==> config.mk <==
export PLATFORM = sky130hd
export DESIGN_NAME = ifft_frame_scheduler
export DESIGN_NICKNAME = d
export VERILOG_FILES = /design/src/rtl/ifft_sched_pkg.sv /design/src/rtl/ifft_cp_serializer.sv /design/src/rtl/ifft_frame_scheduler.sv
export SDC_FILE = /design/constraint.sdc
export NUM_CORES = 1
export LEC_CHECK = 0
export BUFFER_PORTS_ARGS = -buffer_cell sky130_fd_sc_hd__buf_4
export CAP_MARGIN = 25
export CORE_ASPECT_RATIO = 0.8
export CORE_UTILIZATION = 40
export DETAILED_ROUTE_END_ITERATION = 8
export PLACE_DENSITY = 0.59
export SKIP_CTS_REPAIR_TIMING = 1
export SYNTH_ARGS = -nofsm -noshare
export SYNTH_HDL_FRONTEND = slang
export SYNTH_HIERARCHICAL = 1
export SYNTH_SLANG_ARGS = --single-unit
==> constraint.sdc <==
create_clock -name clk -period 3.15 [get_ports clk]
set_clock_uncertainty 0.1 [all_clocks]
set_input_delay 0.4725 -clock clk [delete_from_list [all_inputs] [get_ports clk]]
set_output_delay 0.4725 -clock clk [all_outputs]
set_load 0.005 [all_outputs]
==> src/rtl/ifft_sched_pkg.sv <==
// Shared constants, state encoding and beat-to-sample mapping for the IFFT frame scheduler.
package ifft_sched_pkg;
  localparam int N_PTS = 8;

  // 2'd3 is unused and decodes to FILL in the scheduler
  typedef enum logic [1:0] {
    S_FILL = 2'd0,
    S_WAIT = 2'd1,
    S_EMIT = 2'd2
  } sched_state_e;

  // Capture slot emitted on a given beat: the first cp_len beats replay the tail
  // (starting at N_PTS-cp_len), then the frame runs 0..7; mod-8 covers both.
  function automatic logic [2:0] beat_src(input int beat, input int cp_len);
    int t;
    t = beat + N_PTS - cp_len;
    return t[2:0];
  endfunction
endpackage

==> src/rtl/ifft_cp_serializer.sv <==
// Captures the IFFT results on load and streams them out with the cyclic prefix first.
module ifft_cp_serializer
  import ifft_sched_pkg::*;
#(
  parameter int DATA_W = 16,
  parameter int CP_LEN = 2
) (
  input  logic                    clk,
  input  logic                    rst,
  input  logic                    load,
  input  logic [N_PTS*DATA_W-1:0] cap_re_in,
  input  logic [N_PTS*DATA_W-1:0] cap_im_in,
  output logic                    out_valid,
  input  logic                    out_ready,
  output logic [DATA_W-1:0]       out_re,
  output logic [DATA_W-1:0]       out_im,
  output logic                    out_sop,
  output logic                    out_eop,
  output logic                    done
);
  localparam int BEATS = CP_LEN + N_PTS;
  localparam int BW    = $clog2(BEATS);
  localparam logic [BW-1:0] LAST   = BW'(BEATS - 1);
  localparam logic [BW-1:0] PENULT = BW'(BEATS - 2);
  localparam logic [2:0]    FIRST  = beat_src(0, CP_LEN);

  logic [N_PTS-1:0][DATA_W-1:0] cap_re, cap_im, src_re, src_im;
  logic [BW-1:0] beat;
  logic [2:0]    nidx;

  assign src_re = cap_re_in;
  assign src_im = cap_im_in;
  assign nidx   = beat_src(int'(beat) + 1, CP_LEN);
  assign done   = out_valid && out_ready && (beat == LAST);

  always_ff @(posedge clk) begin
    if (rst) begin
      cap_re    <= '0;
      cap_im    <= '0;
      beat      <= '0;
      out_valid <= 1'b0;
      out_re    <= '0;
      out_im    <= '0;
      out_sop   <= 1'b0;
      out_eop   <= 1'b0;
    end else if (load) begin
      // beat 0 is taken straight off the bus so it is valid the cycle after capture
      cap_re    <= src_re;
      cap_im    <= src_im;
      beat      <= '0;
      out_valid <= 1'b1;
      out_re    <= src_re[FIRST];
      out_im    <= src_im[FIRST];
      out_sop   <= 1'b1;
      out_eop   <= 1'b0;
    end else if (out_valid && out_ready) begin
      out_sop <= 1'b0;
      if (beat == LAST) begin
        beat      <= '0;
        out_valid <= 1'b0;
        out_re    <= '0;
        out_im    <= '0;
        out_eop   <= 1'b0;
      end else begin
        beat    <= beat + 1'b1;
        out_re  <= cap_re[nidx];
        out_im  <= cap_im[nidx];
        out_eop <= (beat == PENULT);
      end
    end
  end
endmodule

==> src/rtl/ifft_frame_scheduler.sv <==
// Collects 8 serial symbols, holds them on the IFFT inputs for IFFT_LAT cycles,
// then hands the results to the CP serializer; one frame in flight at a time.
module ifft_frame_scheduler
  import ifft_sched_pkg::*;
#(
  parameter int DATA_W   = 16,
  parameter int IFFT_LAT = 4,
  parameter int CP_LEN   = 2
) (
  input  logic                    clk,
  input  logic                    rst,
  input  logic                    in_valid,
  output logic                    in_ready,
  input  logic [DATA_W-1:0]       in_re,
  input  logic [DATA_W-1:0]       in_im,
  output logic [N_PTS*DATA_W-1:0] ifft_in_re,
  output logic [N_PTS*DATA_W-1:0] ifft_in_im,
  input  logic [N_PTS*DATA_W-1:0] ifft_out_re,
  input  logic [N_PTS*DATA_W-1:0] ifft_out_im,
  output logic                    out_valid,
  input  logic                    out_ready,
  output logic [DATA_W-1:0]       out_re,
  output logic [DATA_W-1:0]       out_im,
  output logic                    out_sop,
  output logic                    out_eop,
  output logic                    busy
);
  localparam int WCW = (IFFT_LAT > 0) ? $clog2(IFFT_LAT + 1) : 1;

  sched_state_e state;
  logic [2:0]   wr_idx;
  logic [WCW-1:0] wcnt;
  logic [N_PTS-1:0][DATA_W-1:0] frame_re, frame_im;
  logic in_wait, in_emit, load, done;

  assign in_wait    = (state == S_WAIT);
  assign in_emit    = (state == S_EMIT);
  assign busy       = in_wait || in_emit;
  assign in_ready   = !busy;
  assign load       = in_wait && (wcnt == '0);
  assign ifft_in_re = frame_re;
  assign ifft_in_im = frame_im;

  always_ff @(posedge clk) begin
    if (rst) begin
      state    <= S_FILL;
      wr_idx   <= '0;
      wcnt     <= '0;
      frame_re <= '0;
      frame_im <= '0;
    end else begin
      case (state)
        S_WAIT: begin
          if (wcnt == '0) state <= S_EMIT;
          else            wcnt  <= wcnt - 1'b1;
        end
        S_EMIT: begin
          if (done) state <= S_FILL;
        end
        default: begin
          if (in_valid) begin
            frame_re[wr_idx] <= in_re;
            frame_im[wr_idx] <= in_im;
            if (wr_idx == 3'd7) begin
              wr_idx <= '0;
              state  <= S_WAIT;
              wcnt   <= WCW'(IFFT_LAT);
            end else begin
              wr_idx <= wr_idx + 3'd1;
            end
          end
        end
      endcase
    end
  end

  ifft_cp_serializer #(
    .DATA_W(DATA_W),
    .CP_LEN(CP_LEN)
  ) u_ser (
    .clk      (clk),
    .rst      (rst),
    .load     (load),
    .cap_re_in(ifft_out_re),
    .cap_im_in(ifft_out_im),
    .out_valid(out_valid),
    .out_ready(out_ready),
    .out_re   (out_re),
    .out_im   (out_im),
    .out_sop  (out_sop),
    .out_eop  (out_eop),
    .done     (done)
  );
endmodule

==> results_dict.tcl, run 1 <==
set metrics [dict create \
    outcome "complete, but fails checks" \
    violations "negative hold slack" \
    grt_pass1_wl_um 117900 \
    rsz0062_at_grt "false" \
    avgSynthCellArea_sq_um 9.021 \
    final_hold_viol_count 32 \
    instances_no_fill 3780 \
    ys_ff_latch 559 \
    fp.dieW_um 265.1 \
    core-area_sq_mm 0.05430 \
    placedCellCount 3613 \
    setup_tns_ns 0 \
    finalMaxSlewViolations 0 \
    criticalPathCategory "reg2reg" \
    die_height_um 212.5 \
    fin_crit_sh_pct 90.37 \
    slew_headroom_pct 40.22 \
    cp_num_buf_inv 3 \
    io_pins 585 \
    setup_violations 0 \
    cts-buffers-inserted 55 \
    post_dp_cell_area_sq_mm 0.02710 \
    die-area_sq_mm 0.05632 \
    met3WireLength_um 7371 \
    max_stage_delay_ns 0.71 \
    syn-instance-count 2455 \
    wl_met2_um 37790 \
    yosysSeqAreaShare_pct 50.53 \
    synth_area_sq_mm 0.02215 \
    first_global_vias 18660 \
    cp_top_family "compound AO/OA/AOI/OAI gates" \
    grt_usage_pct 27.59 \
    final_nets 3290 \
    start_util_pct 40.79 \
    rows 76 \
    p_total_mw 15.11 \
    clock_latency_ns 0.62 \
    highest_layer "met5" \
    portBuffers 584 \
    gp_congestion 0.8774 \
    cts_max_path_buffers 3 \
    cts_tree "done" \
    crit_path_frequent_cell "buf_4" \
    wirelength_um 81430 \
    routed-via-count 19650 \
    drc 0 \
    leakagePower_nw 11.39 \
    cp_cell_sequence "inv_1, ha_4, buf_4, nor2b_1, a2111oi_0, buf_4, o32ai_1" \
    cts_sinks 559 \
    synth-async-reset-ratio_pct 0 \
    synth_nets 2759 \
    power.density_mw_per_mm2 511.2 \
    antenna_found_initial 14 \
    synth_ff_type "dfxtp_1" \
    wl_per_cell_um 21.54 \
    synth.distinct_cells 47 \
    clock-root-buffer "clkbuf_16" \
    fin_area_sq_mm 0.02955 \
    viasPerCell 5.199 \
    start_kind "flip-flop" \
    hp-class "in2reg" \
    maxCapViolCount 0 \
    overflow 0 \
    drive_gt1_share_pct 27.82 \
    max_freq_mhz 351.3 \
    hpwl_um 57260 \
    drtAntennaViolNets 0 \
    clk_pin_slew_ns 0.06 \
    peakVddDrop_mv 0.4239 \
    area_growth_pct 33.43 \
    end_kind "flip-flop" \
    first_pass_iters 6 \
    grt_max_degree 170 \
    cts_max_level 2 \
    synth_edf_count 0 \
    multiInputGateArea_sq_mm 0.009946 \
    drt_iter0_markers 1521 \
    hold-worst-slack_ns -0.01492 \
    critPathRequiredTime_ns 3.50 \
    yosys_warnings 6 \
    critPathArrivalTime_ns 3.20 \
    cp_max_fo 32 \
    worst_slew_pin_slew_ns 0.8741 \
    regArea_sq_mm 0.01119 \
    min_period_ns 2.847 \
    cp_slowest_cell "a2111oi_0" \
    met1Wirelength_um 33890 \
    fillers 4880 \
    r2r_slack_ns 0.30 \
]
## where the power goes
group	switching (mW)	total, mW	internal (mW)
logic	0.570	1.10	0.525
clock network	2.88	6.79	3.91
registers	0.0628	7.23	7.16
## synth_stat cells, drive strengths merged, types with 12 or more instances
master / number / area [sq um]
mux2i: 258 / 2582
ha: 12 / 150.1
a21oi: 265 / 1326
clkbuf: 100 / 379.1
buf: 125 / 664.4
dfxtp: 559 / 11190
nand2: 520 / 1954
nor2b: 35 / 226.5
a2111oi: 32 / 280.3
o21ai: 33 / 165.2
o22ai: 33 / 206.5
nor2: 271 / 1017
o32ai: 31 / 271.5
a22oi: 32 / 240.2
mux2: 95 / 1070
## placed cells by master (no fill, tap or decap), types with 6 or more instances in the layout
cell           netlist  routed
buf_4                4     626
dfxtp_1            559     559
nand2_1            519     519
nor2_1             271     268
a21oi_1            265     264
mux2i_1            258     258
mux2_2              95      95
dlygate4sd3_1        0      57
clkbuf_16            0      56
nor2b_1             34      34
o22ai_1             33      33
a2111oi_0           32      32
a22oi_1             32      32
o32ai_1             31      31
o21ai_0             28      28
clkbuf_8             0      17
buf_12               0      15
clkbuf_1            97      13
ha_1                12      11
diode_2              0       9
clkinv_2             0       9
inv_1                7       7
nor3_1               6       6
## flip-flops by register name, indices dropped and copies added, names as in the netlist
register and cells:
u_ser/cap_re 128, u_ser/out_im 16, wcnt 3, ifft_in_im 128
u_ser/out_eop 1, u_ser/out_re 16, ifft_in_re 128, u_ser/out_sop 1
u_ser/out_valid 1, state 2, u_ser/beat 4, wr_idx 3
u_ser/cap_im 128
## kinds of logic (layout without fill, tap and decap cells)
group | after synthesis | in the layout | synth area share [%]
other cells | 0 | 9 | 0
buf+inv | 232 | 807 | 4.830
simple gates | 865 | 865 | 15.84
flops | 559 | 559 | 50.53
fa+ha+maj | 12 | 12 | 0.6779
compound gates | 429 | 429 | 11.34
mux | 354 | 354 | 16.59
xor+xnor | 4 | 4 | 0.1921
## worst register-to-register path, stage by stage (launching register included)
cell	delay [ns]
dfxtp_1	0.38
inv_1	0.12
ha_4	0.59
buf_4	0.39
nor2b_1	0.08
a2111oi_0	0.71
buf_4	0.22
o32ai_1	0.08
## metrics by stage
stage,setup slack [ns],util [%]
final,0.3035,54.42
after global routing,0.2088,54.41
after CTS,0.3165,53.33
after detailed placement,0.3374,49.92
after global placement,0.3460,49.92
after floorplan,1.016,-
## path summary, 6_finish.rpt
| check | depth (start not counted) | endpoint | startpoint |
|---|---|---|---|
| min | 3 | u_ser/cap_im[126] | ifft_out_im[126] |
| max reg2reg | 7 | u_ser/out_re[3] | u_ser/beat[1] |
| max | 7 | u_ser/out_re[3] | u_ser/beat[1] |
| min reg2reg | 2 | ifft_in_re[55] | ifft_in_re[55] |
## metal layers
layer | track usage (%) | vias up
met3 | 9.266 | 128
li1 | - | 9352
met1 | 34.50 | 9414
met2 | 44.36 | 744
met5 | 0 | -
met4 | 9.548 | 14
## final cells by class
class                           count  area share [%]
Timing Repair Buffer              699           18.90
Tap cell                          741           3.137
Multi-Input combinational cell   1664           33.66
Clock inverter                     15          0.5716
Sequential cell                   559           37.87
Clock buffer                       86           5.699
Antenna cell                        9         0.07621
Inverter                            7         0.08892
No activity file was read; power rests on OpenSTA's default activity.
==> run 2, diff against run 1 <==
Settings changed: GPL_TIMING_DRIVEN set to 0.
==> run 2 against run 1 <==
  * The run still ends with negative hold slack left
  * Total power up 0.95%
  * Cell area down 0.31%
  * Sequential cell count unchanged
  * Combinational power about the same
  * Clock power up 2%
  * Clock-buffer cell count down 8
  * Core utilization down 0.17 points
  * Routed wire length up 10%
  * Sequential power about the same
  * Via count up 4.3%
  * Die area unchanged
  * Global-route usage up 2.9 points
  * Critical endpoint is now u_ser/out_im[11]
  * Largest cell class unchanged
==> results_dict.tcl, run 2 (synthesis gave the netlist of run 1 again) <==
set metrics [dict create \
    final_nets 3405 \
    outcome "complete, but fails checks" \
    cp_cell_sequence "buf_2, inv_1, ha_1, buf_2, clkbuf_1, a2111oi_0, o32ai_1" \
    hold-worst-slack_ns -0.01069 \
    portBuffers 552 \
    min_to "u_ser/cap_im[41]" \
    slew_headroom_pct 32.36 \
    r2r_slack_ns 0.11 \
    max_stage_delay_ns 0.96 \
    gp_congestion 0.9242 \
    worst_slew_pin_slew_ns 0.9891 \
    drtAntennaViolNets 0 \
    grt_max_degree 16 \
    wirelength_um 89540 \
    holdPathStages 3 \
    cp_top_family "compound AO/OA/AOI/OAI gates" \
    die-area_sq_mm 0.05632 \
    start_kind "flip-flop" \
    power.density_mw_per_mm2 517.7 \
    finalMaxSlewViolations 0 \
    first_global_vias 19760 \
    maxCapViolCount 0 \
    dp_slack_ns 0.07751 \
    regToRegEndpoint "u_ser/out_im[11]" \
    cts-buffers-inserted 56 \
    core-area_sq_mm 0.05430 \
    clock_latency_ns 0.63 \
    cp_slowest_cell "a2111oi_0" \
    fin_crit_sh_pct 96.42 \
    area_growth_pct 33.01 \
    instances_no_fill 3889 \
    end_kind "flip-flop" \
    min_period_ns 3.037 \
    die_height_um 212.5 \
    cp_max_fo 10 \
    layout_common_cells "559 x dfxtp_1, 556 x buf_4, 519 x nand2_1" \
    grt_pass1_wl_um 128200 \
    drc 0 \
    routed-via-count 20490 \
    hp-class "in2reg" \
    rr_startpoint "u_ser/beat[0]" \
    setup_violations 0 \
    grt_usage_pct 30.53 \
    cts_tree "done" \
    criticalPathCategory "reg2reg" \
    viasPerCell 5.269 \
    start_util_pct 40.79 \
    clk_pin_slew_ns 0.06 \
    antenna_found_initial 10 \
    r2r_cells 7 \
    final_common_cell "dfxtp_1" \
    cp_num_buf_inv 4 \
    peakVddDrop_mv 0.4228 \
    critPathRequiredTime_ns 3.52 \
    startpoint "u_ser/beat[0]" \
    placedCellCount 3750 \
    final_hold_viol_count 24 \
    rsz0062_at_grt "false" \
    crit_path_frequent_cell "buf_2" \
    critPathArrivalTime_ns 3.40 \
    clock-root-buffer "clkbuf_16" \
    cts_max_level 2 \
    hp-start "ifft_out_im[41]" \
    overflow 0 \
    hpwl_um 69570 \
    violations "negative hold slack" \
    io_pins 585 \
    max_freq_mhz 329.3 \
    wl_per_cell_um 23.02 \
    rows 76 \
    fillers 5007 \
    first_pass_iters 6 \
    cts_max_path_buffers 3 \
    leakagePower_nw 11.48 \
    fin_ws_ns 0.1129 \
    cts_sinks 559 \
    drive_gt1_share_pct 27.69 \
    fp.dieW_um 265.1 \
    drt_iter0_markers 1635 \
]
[run 2: cell count changes in the layout (fill, tap and decap cells not counted), sizes merged, moves of 2 or more]
cell	delta
clkbuf	+92
buf	+37
dlygate4sd3	-23
diode	-6
clkinv	+5
clkinvlp	+3
bufinv	+2
[run 2: worst register-to-register path, delay by kind of cell, from the launching register on]
| kind | cells | cell delay (ns) |
|---|---|---|
| buf+inv | 4 | 0.87 |
| compound gates | 2 | 1.19 |
| fa+ha+maj | 1 | 0.38 |
| flops | 1 | 0.36 |
[run 2: per-layer routing]
metal  share of wire, %  routed length, um  vias to the layer above  track usage (%)
met5               0.12                110                        -                0
met4                2.3               2048                       16            8.212
met3                8.7               7771                      133            8.246
met2                 47              41930                      856            50.81
met1                 42              37670                     9908            38.94
li1                   -                  -                     9577                -
[run 2: worst max path at each step]
stage / cells past startpoint / endpoint / slack [ns]
after floorplan: 8 / u_ser/out_im[0] / 1.02
after global placement: 7 / u_ser/out_im[13] / -0.02
after detailed placement: 7 / u_ser/out_im[14] / 0.08
after CTS: 7 / u_ser/out_im[14] / 0.04
after global routing: 7 / u_ser/out_im[1] / 0.003
final: 7 / u_ser/out_im[11] / 0.11
[run 2: final cells by class]
cell class | count | area [sq um] | area share [%]
sequential | 559 | 11190 | 37.99
multi-input combinational | 1664 | 9891 | 33.58
timing repair buffer | 588 | 4492 | 15.25
clock buffer | 78 | 1594 | 5.411
buffer | 225 | 1044 | 3.542
tap | 741 | 927.1 | 3.147
clock inverter | 24 | 286.5 | 0.9726
inverter | 7 | 26.28 | 0.08919
antenna | 3 | 7.507 | 0.02548
[run 2: per-stage QoR]
stage          area (sq um)  utilization (%)  TNS [ns]  power [mW]
6_report              29460            54.25         0       15.25
5_1_grt               29450            54.24         0       15.71
4_1_cts               29110            53.61         0       15.27
3_5_place_dp          27230            50.14         0       8.452
3_3_place_gp          27220            50.13  -0.02446       8.435
2_1_floorplan         22150                -         0       7.806
[run 2: power by group]
part / switching (mW) / leakage (nW) / internal (mW) / total (mW)
combinational: 0.634 / 6.04 / 0.494 / 1.13
sequential: 0.0553 / 4.51 / 7.16 / 7.22
clock: 2.96 / 0.925 / 3.94 / 6.90
total: 3.65 / 11.5 / 11.6 / 15.3
==> run 3, diff against run 2 <==
--- a/config.mk
+++ b/config.mk
@@ -13,3 +13,3 @@
 export GPL_TIMING_DRIVEN = 0
-export PLACE_DENSITY = 0.59
+export PLACE_DENSITY = 0.62
 export SKIP_CTS_REPAIR_TIMING = 1
==> constraint.sdc (replaced) <==
create_clock -name clk -period 2.6 [get_ports clk]
set_clock_uncertainty 0.1 [all_clocks]
set_input_delay 0.39 -clock clk [delete_from_list [all_inputs] [get_ports clk]]
set_output_delay 0.39 -clock clk [all_outputs]
set_load 0.05 [all_outputs]
==> run 3 against run 2 <==
  * The flow still finishes with violations (negative hold slack)
  * Cell area is 7.7% higher
  * Routed wire length is 1.9% higher
  * Total power is 21% higher
  * Worst setup slack worse by 0.045 ns
  * Register-to-register slack worse by 0.05 ns
  * Via count is 4.6% higher
  * Die area stayed put
  * Non-clock buffer count is 216 higher
  * Core utilization is 4.2 points higher
  * Global-route usage is 0.77 points lower
  * Largest power group unchanged
==> results_dict.tcl, run 3 (synthesis gave the netlist of run 1 again) <==
set metrics [dict create \
    drive_gt1_share_pct 26.83 \
    clock-root-buffer "clkbuf_16" \
    criticalPathCategory "reg2reg" \
    fp.dieW_um 265.1 \
    die_height_um 212.5 \
    cts_max_path_buffers 3 \
    rsz0062_at_grt "true" \
    seqPwrFrac_pct 47.5 \
    grt_max_degree 14 \
    max_freq_mhz 394.9 \
    area_growth_pct 43.31 \
    routed-via-count 21440 \
    cp_top_family "buffers and inverters" \
    cts_sinks 559 \
    cp_max_fo 10 \
    hpwl_um 66500 \
    gp_congestion 0.9068 \
    drc 0 \
    cts_tree "done" \
    first_global_vias 19610 \
    dp_slack_ns -0.5790 \
    grt_pass1_wl_um 125000 \
    first_pass_iters 5 \
    setup_tns_ns 0 \
    wirelength_um 91280 \
    critPathRequiredTime_ns 2.98 \
    setup_violations 0 \
    antenna_found_initial 7 \
    hp-class "in2reg" \
    fin_crit_sh_pct 97.39 \
    cp_num_buf_inv 4 \
    final_hold_viol_count 6 \
    clk_pin_slew_ns 0.06 \
    max_stage_delay_ns 0.41 \
    layout_common_cells "561 x buf_4, 559 x dfxtp_1, 519 x nand2_1" \
    r2r_slack_ns 0.07 \
    overflow 0 \
    end_kind "flip-flop" \
    min_period_ns 2.532 \
    clock_latency_ns 0.62 \
    drt_iter0_markers 1760 \
    viasPerCell 5.231 \
    multiInputGateArea_sq_mm 0.01007 \
    peakVddDrop_mv 0.4824 \
    finalMaxSlewViolations 0 \
    cp_slowest_cell "ha_2" \
    fin_ws_ns 0.06782 \
    crit_path_frequent_cell "buf_6" \
    power.density_mw_per_mm2 580.5 \
    portBuffers 552 \
    regArea_sq_mm 0.01119 \
    io_pins 585 \
    leakagePower_nw 12.38 \
    final_common_cell "buf_4" \
    worst_slew_pin_slew_ns 0.9354 \
    final_nets 3621 \
    clock_power_share_pct 41.9 \
    slew_headroom_pct 37.64 \
    hold-worst-slack_ns -0.05432 \
    critPathArrivalTime_ns 2.92 \
    outcome "complete, but fails checks" \
    start_util_pct 40.79 \
    cts_max_level 2 \
    fillers 4655 \
    cp_cell_sequence "clkbuf_4, inv_1, ha_2, buf_6, buf_6, mux2_2, o22ai_1, o32ai_1" \
    p_total_mw 18.43 \
    die-area_sq_mm 0.05632 \
    wl_per_cell_um 22.27 \
    switching_share_pct 25.10 \
    final_util_pct 58.45 \
    netSwitchingPower_mw 4.625 \
    grt_usage_pct 29.76 \
    start_kind "flip-flop" \
    drtAntennaViolNets 0 \
    power.internal_mw 13.80 \
    core-area_sq_mm 0.05430 \
    maxCapViolCount 0 \
    violations "negative hold slack" \
    cts-buffers-inserted 56 \
    rows 76 \
    combPwrFrac_pct 10.6 \
]
## run 3: changes by cell type in the layout (fill, tap and decap cells not counted), moves of 5 or more
cell	before	now
dlygate4sd3_1	34	250
a2111oi_0	29	6
buf_2	108	89
a2111oi_2	0	15
clkbuf_2	3	18
clkbuf_4	0	13
clkbuf_1	108	98
clkinv_2	13	3
buf_6	6	14
o21ai_0	28	20
a2111oi_1	3	10
o21ai_1	5	11
buf_4	556	561
bufinv_16	5	0
## run 3: final cells by class
cell class | instances | area share [%]
Antenna cell | 4 | 0.03154
Buffer | 223 | 3.646
Clock buffer | 89 | 5.188
Clock inverter | 6 | 0.1183
Inverter | 7 | 0.08278
Multi-Input combinational cell | 1664 | 31.73
Sequential cell | 559 | 35.26
Tap cell | 741 | 2.921
Timing Repair Buffer | 806 | 21.03
## run 3: path summary, 6_finish.rpt
| kind | cells past startpoint | to | start |
|---|---|---|---|
| max | 8 | u_ser/out_im[4] | u_ser/beat[0] |
| min reg2reg | 2 | ifft_in_re[14] | ifft_in_re[14] |
| max reg2reg | 8 | u_ser/out_im[4] | u_ser/beat[0] |
| min | 3 | u_ser/cap_re[16] | ifft_out_re[16] |
## run 3: metal layers
layer  vias up  track usage [%]  share of wire, %
met5         -                0             0.045
li1      10010                -                 -
met2       991            50.13                48
met3       199            9.590               9.6
met1     10230            36.16                39
met4         6            8.910               3.2
## run 3: worst register-to-register path, stage by stage (launching register included)
cell and delay (ns):
dfxtp_1 0.37, clkbuf_4 0.22, inv_1 0.13, ha_2 0.41, buf_6 0.18, buf_6 0.19, mux2_2 0.38, o22ai_1 0.27
o32ai_1 0.14
## run 3: power by group through the flow
stage               Sequential, mW  Combinational, mW  Clock [mW]
floorplan                     9.19              0.534           0
CTS                           8.75               1.60        7.81
global route                  8.76               2.06        8.16
finish                        8.75               1.96        7.71
global placement              8.93               1.58           0
detailed placement            8.94               1.60           0
## run 3: stage by stage
stage / cell area, sq um / hold WS (ns) / instances
after global routing: 31740 / -0.01285 / 4098
after floorplan: 22150 / 0.3496 / 2455
after CTS: 28900 / -0.1209 / 3843
final: 31740 / -0.05432 / 4099
after global placement: 27220 / 0.3435 / 3748
after detailed placement: 27220 / 0.3466 / 3748
